==> src/rtl/seq_detector_hamming_param.sv <==
// Serial pattern detector: flags any WIDTH-bit window within a programmable Hamming
// distance of PATTERN, with runtime overlap control and a saturating hit counter.
module seq_detector_hamming_param #(
    parameter int                WIDTH   = 6,
    parameter logic [WIDTH-1:0]  PATTERN = 6'b101001,
    parameter int                MAX_ERR = 2,
    parameter int                CNT_W   = 8,
    localparam int               ERR_W   = $clog2(WIDTH + 1)
) (
    input  logic             i_clk,
    input  logic             i_resetn,
    input  logic             i_valid,
    input  logic             i_data,
    input  logic             i_overlap,
    input  logic [ERR_W-1:0] i_tol,
    input  logic             i_clr_cnt,
    output logic             o_pattern_found,
    output logic             o_exact,
    output logic [ERR_W-1:0] o_err_dist,
    output logic [CNT_W-1:0] o_hit_count
);

    generate
        if (WIDTH < 2) begin : g_badWidth
            $error("seq_detector_hamming_param: WIDTH must be at least 2");
        end
        if (MAX_ERR >= WIDTH) begin : g_badMaxErr
            $error("seq_detector_hamming_param: MAX_ERR must be smaller than WIDTH");
        end
    endgenerate

    localparam logic [ERR_W-1:0] MAX_ERR_C = ERR_W'(MAX_ERR);
    localparam logic [ERR_W-1:0] FILL_FULL = ERR_W'(WIDTH);
    localparam logic [ERR_W-1:0] FILL_LAST = ERR_W'(WIDTH - 1);
    localparam logic [CNT_W-1:0] CNT_MAX   = '1;
    localparam logic [CNT_W-1:0] CNT_ONE   = CNT_W'(1);

    logic [WIDTH-1:0] r_shiftReg;
    logic [ERR_W-1:0] r_fill;
    logic             r_found;
    logic             r_exact;
    logic [ERR_W-1:0] r_errDist;
    logic [CNT_W-1:0] r_hitCount;

    logic [WIDTH-1:0] w_window;
    logic [WIDTH-1:0] w_diff;
    logic [ERR_W-1:0] w_dist;
    logic [ERR_W-1:0] w_tolEff;
    logic             w_windowFull;
    logic             w_hit;

    // The window includes the bit arriving this cycle, so a hit is reported on the
    // same edge that samples the completing bit.
    assign w_window = {r_shiftReg[WIDTH-2:0], i_data};
    assign w_diff   = w_window ^ PATTERN;

    always_comb begin
        w_dist = '0;
        for (int k = 0; k < WIDTH; k++) begin
            w_dist = w_dist + ERR_W'(w_diff[k]);
        end
    end

    assign w_tolEff     = (i_tol > MAX_ERR_C) ? MAX_ERR_C : i_tol;
    assign w_windowFull = (r_fill >= FILL_LAST);
    assign w_hit        = i_valid & w_windowFull & (w_dist <= w_tolEff);

    // Clearing fill on a non-overlapping hit forces WIDTH fresh valid bits before the
    // next evaluation; the stale shift contents are shifted out before they matter.
    always_ff @(posedge i_clk) begin
        if (!i_resetn) begin
            r_shiftReg <= '0;
            r_fill     <= '0;
            r_found    <= 1'b0;
            r_exact    <= 1'b0;
            r_errDist  <= '0;
        end else begin
            r_found <= w_hit;
            r_exact <= w_hit && (w_dist == '0);
            if (w_hit) begin
                r_errDist <= w_dist;
            end
            if (i_valid) begin
                r_shiftReg <= w_window;
                if (w_hit && !i_overlap) begin
                    r_fill <= '0;
                end else if (r_fill != FILL_FULL) begin
                    r_fill <= r_fill + 1'b1;
                end
            end
        end
    end

    // A clear coinciding with a hit keeps that hit, so the count restarts at one.
    always_ff @(posedge i_clk) begin
        if (!i_resetn) begin
            r_hitCount <= '0;
        end else if (i_clr_cnt) begin
            r_hitCount <= w_hit ? CNT_ONE : '0;
        end else if (w_hit && (r_hitCount != CNT_MAX)) begin
            r_hitCount <= r_hitCount + 1'b1;
        end
    end

    assign o_pattern_found = r_found;
    assign o_exact         = r_exact;
    assign o_err_dist      = r_errDist;
    assign o_hit_count     = r_hitCount;

endmodule

==> config.mk <==
export PLATFORM = sky130hd
export DESIGN_NAME = seq_detector_hamming_param
export DESIGN_NICKNAME = d
export VERILOG_FILES = /design/src/rtl/seq_detector_hamming_param.sv
export SDC_FILE = /design/constraint.sdc
export NUM_CORES = 1
export LEC_CHECK = 0
export BUFFER_PORTS_ARGS = -buffer_cell sky130_fd_sc_hd__buf_2
export CAP_MARGIN = 20
export CORE_MARGIN = 2
export CORE_UTILIZATION = 57
export CTS_BUF_LIST = sky130_fd_sc_hd__clkbuf_16
export DETAILED_ROUTE_END_ITERATION = 10
export PLACE_DENSITY = 0.82
export SKIP_CTS_REPAIR_TIMING = 1
export SYNTH_ARGS = -nofsm -noshare
export SYNTH_HDL_FRONTEND = slang
export SYNTH_SLANG_ARGS = --single-unit
==> constraint.sdc <==
create_clock -name i_clk -period 5.4 [get_ports i_clk]
set_input_delay 0.81 -clock i_clk [delete_from_list [all_inputs] [get_ports i_clk]]
set_output_delay 0.81 -clock i_clk [all_outputs]
set_load 0.02 [all_outputs]
; ---- Word level (Yosys, flattened, before mapping)
; Cells that the tools add are included.
; W data, S select, Z words.
[word_totals]
register_bits = 21
elab_cells = 35
in_bits = 9
[classes]
add_sub_neg = 7
magnitude_cmp = 3
mux = 6
eq_ne = 2
bitwise = 3
reduce_logical = 8
[ops]
columns = operator, n
row1 = $mux W8, 2
row2 = $add A3 B1 Y3, 3
row3 = $mux W3, 3
row4 = $add A8 B1 Y8 const B, 1
row5 = $ne A8 B8 Y1 const B, 1
row6 = $reduce_bool A2 Y1, 2
row7 = $add A2 B1 Y3, 1
row8 = $add A3 B1 Y3 const B, 1
row9 = $ge A3 B3 Y1 const B, 1
row10 = $gt A3 B2 Y1 const B, 1
row11 = $le A3 B3 Y1, 1
row12 = $logic_and A1 B1 Y1, 3
row13 = $logic_not A3 Y1, 1
row14 = $ne A3 B3 Y1 const B, 1
row15 = $not A3 Y3, 1
row16 = $add A1 B1 Y2, 1
row17 = $and A1 B1 Y1, 2
row18 = $reduce_and A2 Y1, 1
row19 = $logic_not A1 Y1, 1
row20 = $mux W1, 1

; ---- Logic depth before layout (Yosys ltp)
; Gate-level depths: netlist of the first run.
[logic_depth]
word_depth = 11
ltp_mapped = 13

; ---- Worst setup path after synthesis of the first run
; Ideal clock, no wire load.
[synth_path]
path_type = input to register
startpoint = in i_data
endpoint = reg r_hitCount[7] (netlist: o_hit_count[7])
arrival_ps = 3732
setup_time_ps = 70
path_slack_ps = 1598
cell_stages = 10
cell_sequence = fa_1 > inv_1 > fa_1 > ha_1 > fa_1 > ha_1 > a211oi_2 > o21ai_2 > or4_1 > a21oi_1
[synth_via]
elab_chain_len = 10
[synth_rtl]
columns = element, line_no
row1 = "start, declared", 13  ; input logic i_data,
row2 = $not A3 Y3 (no source line), --
row3 = $add A1 B1 Y2, 60  ; w_dist = w_dist + ERR_W'(w_diff[k]);
row4 = $add A2 B1 Y3, 60
row5 = $add A3 B1 Y3 (3 in a row), 60
row6 = net w_dist[1], 47  ; logic [ERR_W-1:0] w_dist;
row7 = $le A3 B3 Y1, 66  ; assign w_hit = i_valid & w_windowFull & (w_dist <= w_tolEff);
row8 = $and A1 B1 Y1, 66
row9 = $logic_and A1 B1 Y1, 100  ; end else if (w_hit && (r_hitCount != CNT_MAX)) begin
row10 = $reduce_bool A2 Y1 (no source line), --
row11 = "end signal, assigned", 99  ; r_hitCount <= w_hit ? CNT_ONE : '0;
row12 = "end signal, assigned", 101  ; r_hitCount <= r_hitCount + 1'b1;
row13 = "end, declared", 43  ; logic [CNT_W-1:0] r_hitCount;
; The timed path passes the listed nets, and every way through them passes these cells.
; A chain may end at the register's enable or synchronous reset.

; ---- Worst setup path in the final report of the first run
[layout_path]
startpoint = in i_data
endpoint = reg r_fill[2]
[layout_via]
elab_chain_len = 11
[layout_rtl]
columns = element, line_no
row1 = $not A3 Y3 (no source line) (*), --
row2 = $add A1 B1 Y2 (*), 60
row3 = $add A2 B1 Y3 (*), 60
row4 = $add A3 B1 Y3 (*) (3 in a row), 60
row5 = net w_dist[1], 47
row6 = $le A3 B3 Y1 (*), 66
row7 = $and A1 B1 Y1 (*), 66
row8 = $logic_and A1 B1 Y1 (*), 85  ; if (w_hit && !i_overlap) begin
row9 = $reduce_bool A2 Y1 (no source line), --
row10 = $reduce_and A2 Y1 (no source line), --
row11 = "end signal, assigned", 88  ; r_fill <= r_fill + 1'b1;
row12 = "end, declared", 39  ; logic [ERR_W-1:0] r_fill;
; Mark *: on every way through the listed nets, which the timed path passes. The rest lies on a longest branch.

==> summary.md, run 1 <==
| Metric | Value |
|---|---|
| Status | `finished clean` |
| CTS tree | `done` |
| Starting Density | `slightly below 60%` |
| First-pass GRT wire length | `slightly above 4 mm` |
| Flip-flop and latch area | `around 420 sq um` |
| Setup TNS | `0 ns` |
| Total Die Area | `between 0.002 and 0.0025 sq mm` |
| Layout cells sized above 1 | `just under 20%` |
| Core area | `roughly 0.0019 sq mm` |
| Total track usage | `between 20% and 30%` |
| CP Class | `primary input to flip-flop` |
| Per-cell routed wire length | `12.64 um` |
| Top Ports | `22` |
| Residual DRC | `0` |
| Layout area overhead | `17.66%` |
| Synth Area in Compound Gates | `16.11%` |
| ANT nets after route | `0` |
| Row Count | `16` |
| XOR/XNOR share of the synthesized area | `0%` |
| CTS H-tree depth | `1` |
| Chip Width | `48.60 um` |
| Post-synth EDFFs | `0` |
| Synth Cell Area | `0.001134 sq mm` |
| Distinct cells, synth | `35` |
| Synth area leaders | `dfxtp_1, ha_1, fa_1, mux2i_1, a21oi_1` |
| Cells after DPL | `175` |
| Layout net count | `~170` |
| Largest family of logic cells by synthesized area | `simple AND/OR/NAND/NOR gates` |
| Relative slew margins | `a little over half` |
| Cells after synthesis | `130` |
| Clock slew at reported path FFs | `about 0.060 ns` |
| WP data arrival | `4.17 ns` |
| Syn nets | `150` |
| Worst-Margin Slew | `0.6936 ns` |
| Clock Latency Late Sink | `approximately 0.25 ns` |
| Largest net degree at the start of global routing | `20` |
| Antenna violations before repair | `0` |
| Routability cong. | `a little over 0.8` |
| Setup violators final | `0` |
| Clock skew | `between 0.002 and 0.003 ns` |
| Worst Path Max Fanout | `19` |
| Critical Path RT | `roughly 5.6 ns` |
| DRT iter0 DRCs | `29` |
| Detailed placement HPWL | `approximately 1.7 mm` |
| Post-synthesis mux area share | `about 5.3%` |
| Die height | `approximately 49 um` |
| Sink Count | `21` |
| Final cell count without fillers | `~180` |
| Area leader, netlist | `dfxtp_1` |
| Maximum vdd ir drop | `approximately 0.14 mV` |
| Setup crit end kind | `flip-flop` |
| Total gr overflow | `0` |
| Most common flop cell mapped by yosys | `dfxtp_1` |
| RSZ-0062 raised after global routing | `no` |
| Final Slew Violations | `0` |
| Simple-gate share of the synthesized area | `between 20% and 30%` |
| Max Clk Rate | `roughly 0.25 GHz` |
| WL final | `~2.3 mm` |
| I/O Buffers | `21` |
| Routed vias | `993` |
| TritonCTS Buffers | `3` |
| Pwr Density | `roughly 260 mW/mm^2` |
| Synth Register Bits | `21` |
| Final cycle utilization of the critical path | `approximately three quarters` |
| Antenna fix cells | `0` |
| Pleak | `about 0.56 nW` |
| Reg2reg setup slack | `1.57 ns` |
| Adder-cell share of the synthesized area | `about 14%` |
| Area share of the leading cell type in the synthesized netlist | `37.09%` |
| Multi-input logic area | `about 650 sq um` |
| Maxcap violations | `0` |
| Fin crit period | `4.002 ns` |
| Fillcell total | `167` |
| Vias in the first global route | `972` |
| Max Buffers Root-to-Sink | `2` |
| DR vias/cell | `roughly 5.5` |
| CTS root buffer | `clkbuf_16` |
| Syn Area/Cell | `approximately 8.7 sq um` |
| Yosys warnings | `0` |
| Async SR Flop Fraction | `0%` |
| Hold Crit Class | `flip-flop to flip-flop` |
| Hold Vio Cnt, Final | `0` |
| Sequential-to-total area share from yosys stat | `37.09%` |
| Type of origin of the critical path | `primary input` |
| DR pass1 iterations | `4` |
-- critical path, stage by stage --
cell	delay, ns
buf_2	0.11
fa_1	0.48
inv_1	0.06
fa_1	0.46
ha_1	0.20
fa_1	0.49
ha_1	0.34
nand3_1	0.09
o21ai_0	0.13
o21ai_2	0.58
o21ai_0	0.17
a211oi_1	0.26
-- sequential cells by signal (all words and copies together), names as in the netlist --
| register | cells |
|---|---|
| o_hit_count | 8 |
| r_shiftReg | 5 |
| r_fill | 3 |
| o_err_dist | 3 |
| o_pattern_found | 1 |
| o_exact | 1 |
-- synthesized netlist by cell type (2+ instances only) --
master	count
o31ai_1	2
ha_1	8
dfxtp_1	21
nor2_1	13
clkbuf_1	2
or4_1	3
fa_1	3
or2_2	2
a21oi_1	10
nor4_1	2
o21ai_0	6
o41ai_1	2
nand2b_1	2
nand3_1	7
mux2i_1	6
inv_1	12
nand2_1	10
nor4b_1	2
-- final timing paths --
check | cells after the start | from | to
worst max-delay path | 12 | i_data | r_fill[2]
worst min-delay path | 2 | o_err_dist[2] | o_err_dist[2]
worst max register to register | 12 | r_shiftReg[0] | r_fill[2]
worst min register to register | 2 | o_err_dist[2] | o_err_dist[2]
-- layer usage --
layer	global-route usage [%]	share of wire (%)
met1	27.72	47
met2	35.88	46
met3	3.086	4.9
met4	8.571	2.2
met5	0	0
-- power breakdown --
group          internal [mW]  switching [mW]
clock                 0.0995          0.0587
sequential             0.157         0.00268
combinational         0.0129          0.0177
total                  0.270          0.0791
-- final cells by class --
class | instances | area share (%)
tap | 27 | 2.533
clock buffer | 3 | 5.629
inverter | 12 | 3.377
clock inverter | 1 | 0.3752
timing repair buffer | 21 | 7.880
sequential | 21 | 31.52
multi-input combinational | 94 | 48.69
-- layout by cell type, fill, tap and decap left out, types with 2 or more instances in the layout --
cell type,netlist,routed
nor2_1,13,13
a21oi_1,10,10
mux2i_1,6,6
nand2b_1,2,2
nand3_1,7,7
or2_2,2,2
o21ai_0,6,6
inv_1,12,12
nor4b_1,2,2
nor4_1,2,2
ha_1,8,8
clkbuf_16,0,3
fa_1,3,3
buf_2,0,21
or4_1,3,3
o31ai_1,2,2
nand2_1,10,10
o41ai_1,2,2
dfxtp_1,21,21
-- cell families (layout without fill, tap and decap cells) --
group | Yosys count | count (layout)
other | 1 | 1
multiplexers | 6 | 6
AND/OR/NAND/NOR | 48 | 48
AO/OA/AOI/OAI | 28 | 28
flip-flops | 21 | 21
adder cells (fa/ha/maj) | 11 | 11
buffers and inverters | 15 | 37
-- stage by stage --
step | hold WS, ns | setup WS (ns) | cell area (sq um) | util [%] | power, mW
final | 0.4666 | 1.398 | 1334 | 69.40 | 0.3487
after global routing | 0.4736 | 1.190 | 1334 | 69.40 | 0.3586
after CTS | 0.4633 | 1.405 | 1334 | 69.40 | 0.3498
after detailed placement | 0.4497 | 1.154 | 1254 | 65.23 | 0.1940
after global placement | 0.4489 | 1.281 | 1254 | 65.23 | 0.1921
after floorplan | 0.4604 | 1.598 | 1134 | - | 0.1849
(Power assumes the default switching activity.)
==> run 2: changes to the inputs <==
--- a/config.mk
+++ b/config.mk
@@ -8,10 +8,10 @@
 export BUFFER_PORTS_ARGS = -buffer_cell sky130_fd_sc_hd__buf_2
 export CAP_MARGIN = 20
 export CORE_MARGIN = 2
-export CORE_UTILIZATION = 57
+export CORE_UTILIZATION = 48
 export CTS_BUF_LIST = sky130_fd_sc_hd__clkbuf_16
 export DETAILED_ROUTE_END_ITERATION = 10
-export PLACE_DENSITY = 0.82
+export PLACE_DENSITY = 0.74
 export SKIP_CTS_REPAIR_TIMING = 1
 export SYNTH_ARGS = -nofsm -noshare
 export SYNTH_HDL_FRONTEND = slang
==> constraint.sdc (replaced) <==
create_clock -name i_clk -period 3.5 [get_ports i_clk]
set_input_delay 0.525 -clock i_clk [delete_from_list [all_inputs] [get_ports i_clk]]
set_output_delay 0.525 -clock i_clk [all_outputs]
set_load 0.02 [all_outputs]
==> run 2 against run 1 <==
Against the previous run:
- the flow now finishes with violations (negative setup slack)
- hold slack lost 0.013 ns
- flip-flop and latch count unchanged
- critical endpoint is now o_hit_count[3]
- sequential power up 54%
- clock skew shrank 0.0015 ns
- register-to-register slack got worse by 1.6 ns
- count of clock-buffer cells in the layout is the same
- cell area is 14% higher
- non-clock buffer count grew 11
==> summary.md, run 2 (synthesis gave the netlist of run 1 again) <==
| Metric | Value |
|---|---|
| Pwr Density | `363.6 mW/mm^2 (+39%)` |
| CTS tree | `done` |
| Max reg flops | `8 (unchanged)` |
| Critical Path RT | `3.69 ns (-1.88 ns)` |
| Placement Setup Slack | `-0.3392 ns (-1.493 ns)` |
| Commonest non-fill, non-tap cell in the layout | `buf_2` |
| Per-cell routed wire length | `14.40 um (+14%)` |
| Sink Count | `21 (unchanged)` |
| DR pass1 iterations | `4 (unchanged)` |
| Status | `finished, violations left` |
| Largest net degree at the start of global routing | `16 (-20%)` |
| Worst Path Max Fanout | `8 (-11)` |
| WL final | `2.765 mm (+22%)` |
| Clock Latency Late Sink | `0.25 ns (about the same)` |
| Final setup margin | `-0.06540 ns (-1.463 ns)` |
| Worst hold path stage count | `2 (unchanged)` |
| Layout net count | `185 (+6.9%)` |
| Hold Crit Class | `flip-flop to flip-flop` |
| Routed vias | `1073 (+8.1%)` |
| RSZ-0062 raised after global routing | `yes` |
| Row Count | `17 (+1)` |
| Failing checks | `negative setup slack` |
| Commonest cells after routing, fill and taps aside | `buf_2, dfxtp_1, nor2_1` |
| Antenna fix cells | `0 (unchanged)` |
| Reg2reg start | `r_shiftReg[0]` |
| Maximum vdd ir drop | `0.3250 mV (+130%)` |
| Total power | `0.5527 mW (+58%)` |
| Top Ports | `22 (unchanged)` |
| Routability cong. | `0.7814 (-5.1%)` |
| CP Class | `flip-flop to flip-flop` |
| Antenna violations before repair | `0 (unchanged)` |
| End of the critical path | `o_hit_count[3]` |
| Post-placement cell area | `0.001325 sq mm (+5.7%)` |
| Residual DRC | `0 (unchanged)` |
| Clock slew at reported path FFs | `0.06 ns (about the same)` |
| Total gr overflow | `0 (unchanged)` |
| Fin crit period | `approximately 3.6 ns` |
| Fillcell total | `200 (+20%)` |
| WP data arrival | `3.75 ns (-0.42 ns)` |
| Final cycle utilization of the critical path | `101.9%` |
| R2R Path End | `o_hit_count[3]` |
| Clock skew | `0.001517 ns (-0.001465 ns)` |
| CTS H-tree depth | `1 (unchanged)` |
| Worst R2R Path Depth | `11 (-1)` |
| Min-delay src | `o_err_dist[1]` |
| First-pass GRT wire length | `4.050 mm (unchanged)` |
| Starting Density | `51.24% (-7.7 points)` |
| Cells after DPL | `185 (+5.7%)` |
| Critical path startpoint | `r_shiftReg[0]` |
| Type of origin of the critical path | `flip-flop` |
| ANT nets after route | `0 (unchanged)` |
| Fin area | `0.001520 sq mm (+14%)` |
| Hold Vio Cnt, Final | `0 (unchanged)` |
| Maxcap violations | `0 (unchanged)` |
| Max Buffers Root-to-Sink | `2 (unchanged)` |
| Layout cells sized above 1 | `34.15% (+14 points)` |
| Final cell count without fillers | `192 (+7.3%)` |
| Total track usage | `19.98% (-1.4 points)` |
| Chip Width | `52.60 um (+8.2%)` |
| DRT iter0 DRCs | `16 (-45%)` |
| Max Clk Rate | `approximately 0.28 GHz` |
| Layout area overhead | `34.11%` |
| Core area | `0.002212 sq mm (+15%)` |
| Pleak | `0.6213 nW (+11%)` |
| CTS root buffer | `clkbuf_16` |
| Final Slew Violations | `0 (unchanged)` |
| Total Die Area | `0.002766 sq mm (+17%)` |
| DR vias/cell | `5.589 (+0.74%)` |
| TritonCTS Buffers | `3 (unchanged)` |
| Die height | `52.60 um (+8.2%)` |
| Detailed placement HPWL | `1.866 mm (+11%)` |
| I/O Buffers | `21 (unchanged)` |
| Reg2reg setup slack | `-0.07 ns (-1.64 ns)` |
| Setup crit end kind | `flip-flop` |
| Setup violators final | `4 (+4)` |
| Vias in the first global route | `947 (-2.6%)` |
==> run 2: changes by cell type in the layout (fill, tap and decap cells not counted), sizes merged <==
cell    before  now
inv         12   13
o21ai        7    8
clkinv       1    0
buf         21   32
==> run 2: report_power, final <==
part	switching, mW	internal (mW)	total [mW]
clock	0.0841	0.152	0.236
sequential	0.00413	0.243	0.247
combinational	0.0364	0.0330	0.0694
==> run 2: worst min path at each step <==
stage	slack, ns	endpoint
2_1_floorplan	0.46	r_shiftReg[4]
3_3_place_gp	0.45	o_err_dist[1]
3_5_place_dp	0.45	o_err_dist[1]
4_1_cts	0.46	o_err_dist[1]
5_1_grt	0.49	o_err_dist[2]
6_report	0.45	o_err_dist[1]
==> run 2: layout make-up <==
type | count | area, sq um | share of cell area [%]
clock buffer | 3 | 75.07 | 4.938
clock inverter | 1 | 3.754 | 0.2469
inverter | 12 | 45.04 | 2.963
multi-input combinational | 95 | 750.7 | 49.38
sequential | 21 | 422.9 | 27.82
tap | 28 | 35.03 | 2.305
timing repair buffer | 32 | 187.7 | 12.35
==> run 2: stage by stage <==
step                      hold WS [ns]  utilization [%]  setup TNS (ns)
after global routing            0.4874            68.72         -0.8723
after global placement          0.4455            59.90          -2.402
after CTS                       0.4558            63.46          -1.033
after detailed placement        0.4480            59.90          -3.966
after floorplan                 0.4604                -               0
final                           0.4533            68.72        -0.09477
==> run 2: metal layers <==
| layer | wire length, um | up-vias | track usage, % |
|---|---|---|---|
| li1 | - | 527 | - |
| met1 | 1116 | 513 | 22.30 |
| met2 | 1515 | 27 | 36.46 |
| met3 | 82 | 6 | 3.429 |
| met4 | 51 | 0 | 8.974 |
| met5 | 0 | - | 0 |
==> run 2: worst max-delay path, stage by stage, from the launching register on <==
cell,delay (ns)
dfxtp_2,0.33
inv_2,0.04
fa_1,0.52
inv_1,0.05
fa_1,0.44
ha_2,0.20
fa_2,0.61
ha_4,0.22
a211oi_4,0.34
o21ai_4,0.15
or4_4,0.50
a21oi_2,0.12
==> run 3: changes to the inputs <==
==> constraint.sdc (replaced) <==
create_clock -name i_clk -period 3.18 [get_ports i_clk]
set_input_delay 0.477 -clock i_clk [delete_from_list [all_inputs] [get_ports i_clk]]
set_output_delay 0.477 -clock i_clk [all_outputs]
set_load 0.02 [all_outputs]
==> run 3 against run 2 <==
Against the previous run:
- the flow still finishes with violations (negative setup slack)
- register-to-register slack worse by 0.26 ns
- sequential share of layout area unchanged
- setup slack lost 0.26 ns
- wire length shrank 1.8%
- final cell count rose by 0.52%
- total power increased by 11%
- global-route usage rose by 0.86 points
- first-iteration DRC count is 6.3% lower
- fmax up 1.6%
==> summary.md, run 3 (synthesis gave the netlist of run 1 again) <==
| Metric | Value |
|---|---|
| Max reg flops | `8 (unchanged)` |
| Fin area | `0.001520 sq mm (unchanged)` |
| Setup crit end kind | `flip-flop` |
| Max Buffers Root-to-Sink | `2 (unchanged)` |
| Total Die Area | `0.002766 sq mm (unchanged)` |
| Pwr Density | `403.7 mW/mm^2 (+11%)` |
| Fin crit period | `3.509 ns (-0.05667 ns)` |
| Final Slew Violations | `0 (unchanged)` |
| Worst path slowest cell | `fa_2` |
| Total track usage | `20.84% (+0.86 points)` |
| Type of origin of the critical path | `flip-flop` |
| Clock skew | `0.001083 ns (-0.0004340 ns)` |
| Post-placement cell area | `0.001336 sq mm (+0.85%)` |
| Commonest non-fill, non-tap cell in the layout | `buf_2` |
| Layout net count | `186 (+0.54%)` |
| Top Family by Delay on Critical Path | `adder cells` |
| Commonest cells after routing, fill and taps aside | `buf_2, dfxtp_1, nor2_1` |
| Final cycle utilization of the critical path | `110.3% (+8.5 points)` |
| Pleak | `0.6234 nW (+0.34%)` |
| Antenna fix cells | `0 (unchanged)` |
| Critical-path cell list | `inv_2, fa_1, inv_1, fa_1, ha_2, fa_2, ha_4, a211oi_4, o21ai_4, or4_4, a21oi_2` |
| Cells after DPL | `186 (+0.54%)` |
| Slowest stage delay, CP | `0.60 ns (about the same)` |
| Max Clk Rate | `0.2850 GHz (+1.6%)` |
| Status | `finished, violations left` |
| Worst Path Buf+Inv | `2 (unchanged)` |
| Clock Latency Late Sink | `0.25 ns (about the same)` |
| ANT nets after route | `0 (unchanged)` |
| Core area | `0.002212 sq mm (unchanged)` |
| CTS H-tree depth | `1 (unchanged)` |
| Per-cell routed wire length | `14.07 um (-2.3%)` |
| Largest net degree at the start of global routing | `18 (+2)` |
| Row Count | `17 (unchanged)` |
| Maximum vdd ir drop | `0.3973 mV (+22%)` |
| Chip Width | `52.60 um (unchanged)` |
| DR vias/cell | `5.642 (+0.97%)` |
| Sink Count | `21 (unchanged)` |
| Worst path most repeated cell | `fa_1` |
| Hold Crit Class | `flip-flop to flip-flop` |
| Setup TNS | `-3.452 ns (-3.358 ns)` |
| WL final | `2.716 mm (-1.8%)` |
| Critical Path RT | `3.36 ns (-0.33 ns)` |
| Layout area overhead | `34.11% (unchanged)` |
| Maxcap violations | `0 (unchanged)` |
| Detailed placement HPWL | `1.860 mm (-0.30%)` |
| Clock slew at reported path FFs | `0.06 ns (about the same)` |
| Failing checks | `negative setup slack` |
| Final setup margin | `-0.3287 ns (-0.2633 ns)` |
| Routability cong. | `0.7391 (-5.4%)` |
| Reg2reg setup slack | `-0.33 ns (-0.26 ns)` |
| Hold Vio Cnt, Final | `0 (unchanged)` |
| DRT iter0 DRCs | `15 (-1)` |
| Residual DRC | `0 (unchanged)` |
| Setup violators final | `16 (+12)` |
| WP data arrival | `3.69 ns (-0.06 ns)` |
| Final cell count without fillers | `193 (+0.52%)` |
| CP Class | `flip-flop to flip-flop` |
| RSZ-0062 raised after global routing | `yes` |
| DR pass1 iterations | `6 (+2)` |
| Layout cells sized above 1 | `34.55% (+0.40 points)` |
| Worst Path Max Fanout | `5 (-3)` |
| Fillcell total | `186 (-7.0%)` |
| First-pass GRT wire length | `4.278 mm (+5.6%)` |
| Top Ports | `22 (unchanged)` |
| I/O Buffers | `21 (unchanged)` |
| CTS root buffer | `clkbuf_16` |
| CTS tree | `done` |
| TritonCTS Buffers | `3 (unchanged)` |
| Die height | `52.60 um (unchanged)` |
| Vias in the first global route | `1012 (+6.9%)` |
| Routed vias | `1089 (+1.5%)` |
| Antenna violations before repair | `0 (unchanged)` |
| Starting Density | `51.24% (unchanged)` |
| Total gr overflow | `0 (unchanged)` |
-- run 3: worst register-to-register path, cell delays in order (launching register included) --
cell and delay (ns):
dfxtp_2 0.33, inv_2 0.04, fa_1 0.52, inv_1 0.05, fa_1 0.44, ha_2 0.21, fa_2 0.60, ha_4 0.22
a211oi_4 0.34, o21ai_4 0.13, or4_4 0.43, a21oi_2 0.13
-- run 3: routing by layer --
layer	up-vias	track usage, %	share of wire, %
met5	-	0	0
met4	0	3.419	0.29
met3	2	6.286	3.3
met2	24	37.71	52
met1	531	24.33	44
li1	532	-	-
-- run 3: layout make-up --
type | instances | area (sq um) | area share [%]
sequential | 21 | 422.9 | 27.82
clock buffer | 3 | 75.07 | 4.938
inverter | 12 | 45.04 | 2.963
clock inverter | 1 | 3.754 | 0.2469
timing repair buffer | 32 | 191.4 | 12.59
tap | 28 | 35.03 | 2.305
multi-input combinational | 96 | 747.0 | 49.14
-- run 3: worst paths after layout --
path | from | to | cells past startpoint
worst min-delay path | o_err_dist[0] | o_err_dist[0] | 2
worst min register to register | o_err_dist[0] | o_err_dist[0] | 2
worst max register to register | r_shiftReg[0] | o_hit_count[7] | 11
worst max-delay path | r_shiftReg[0] | o_hit_count[7] | 11
-- run 3: where the power goes --
group | internal, mW | total [mW] | switching [mW]
registers | 0.267 | 0.272 | 0.00441
logic | 0.0373 | 0.0812 | 0.0439
clock network | 0.167 | 0.261 | 0.0933
total | 0.472 | 0.614 | 0.142
-- run 3: stage by stage --
stage                     power, mW  hold WS [ns]  util (%)  setup WS (ns)
after CTS                    0.6022        0.4535     63.97        -0.4831
final                        0.6137        0.4518     68.72        -0.3287
after floorplan              0.3162        0.4604         -        -0.2029
after global placement       0.3402        0.4446     60.41        -0.4799
after detailed placement     0.3449        0.4457     60.41        -0.6351
after global routing         0.6365        0.4641     68.72        -0.4489
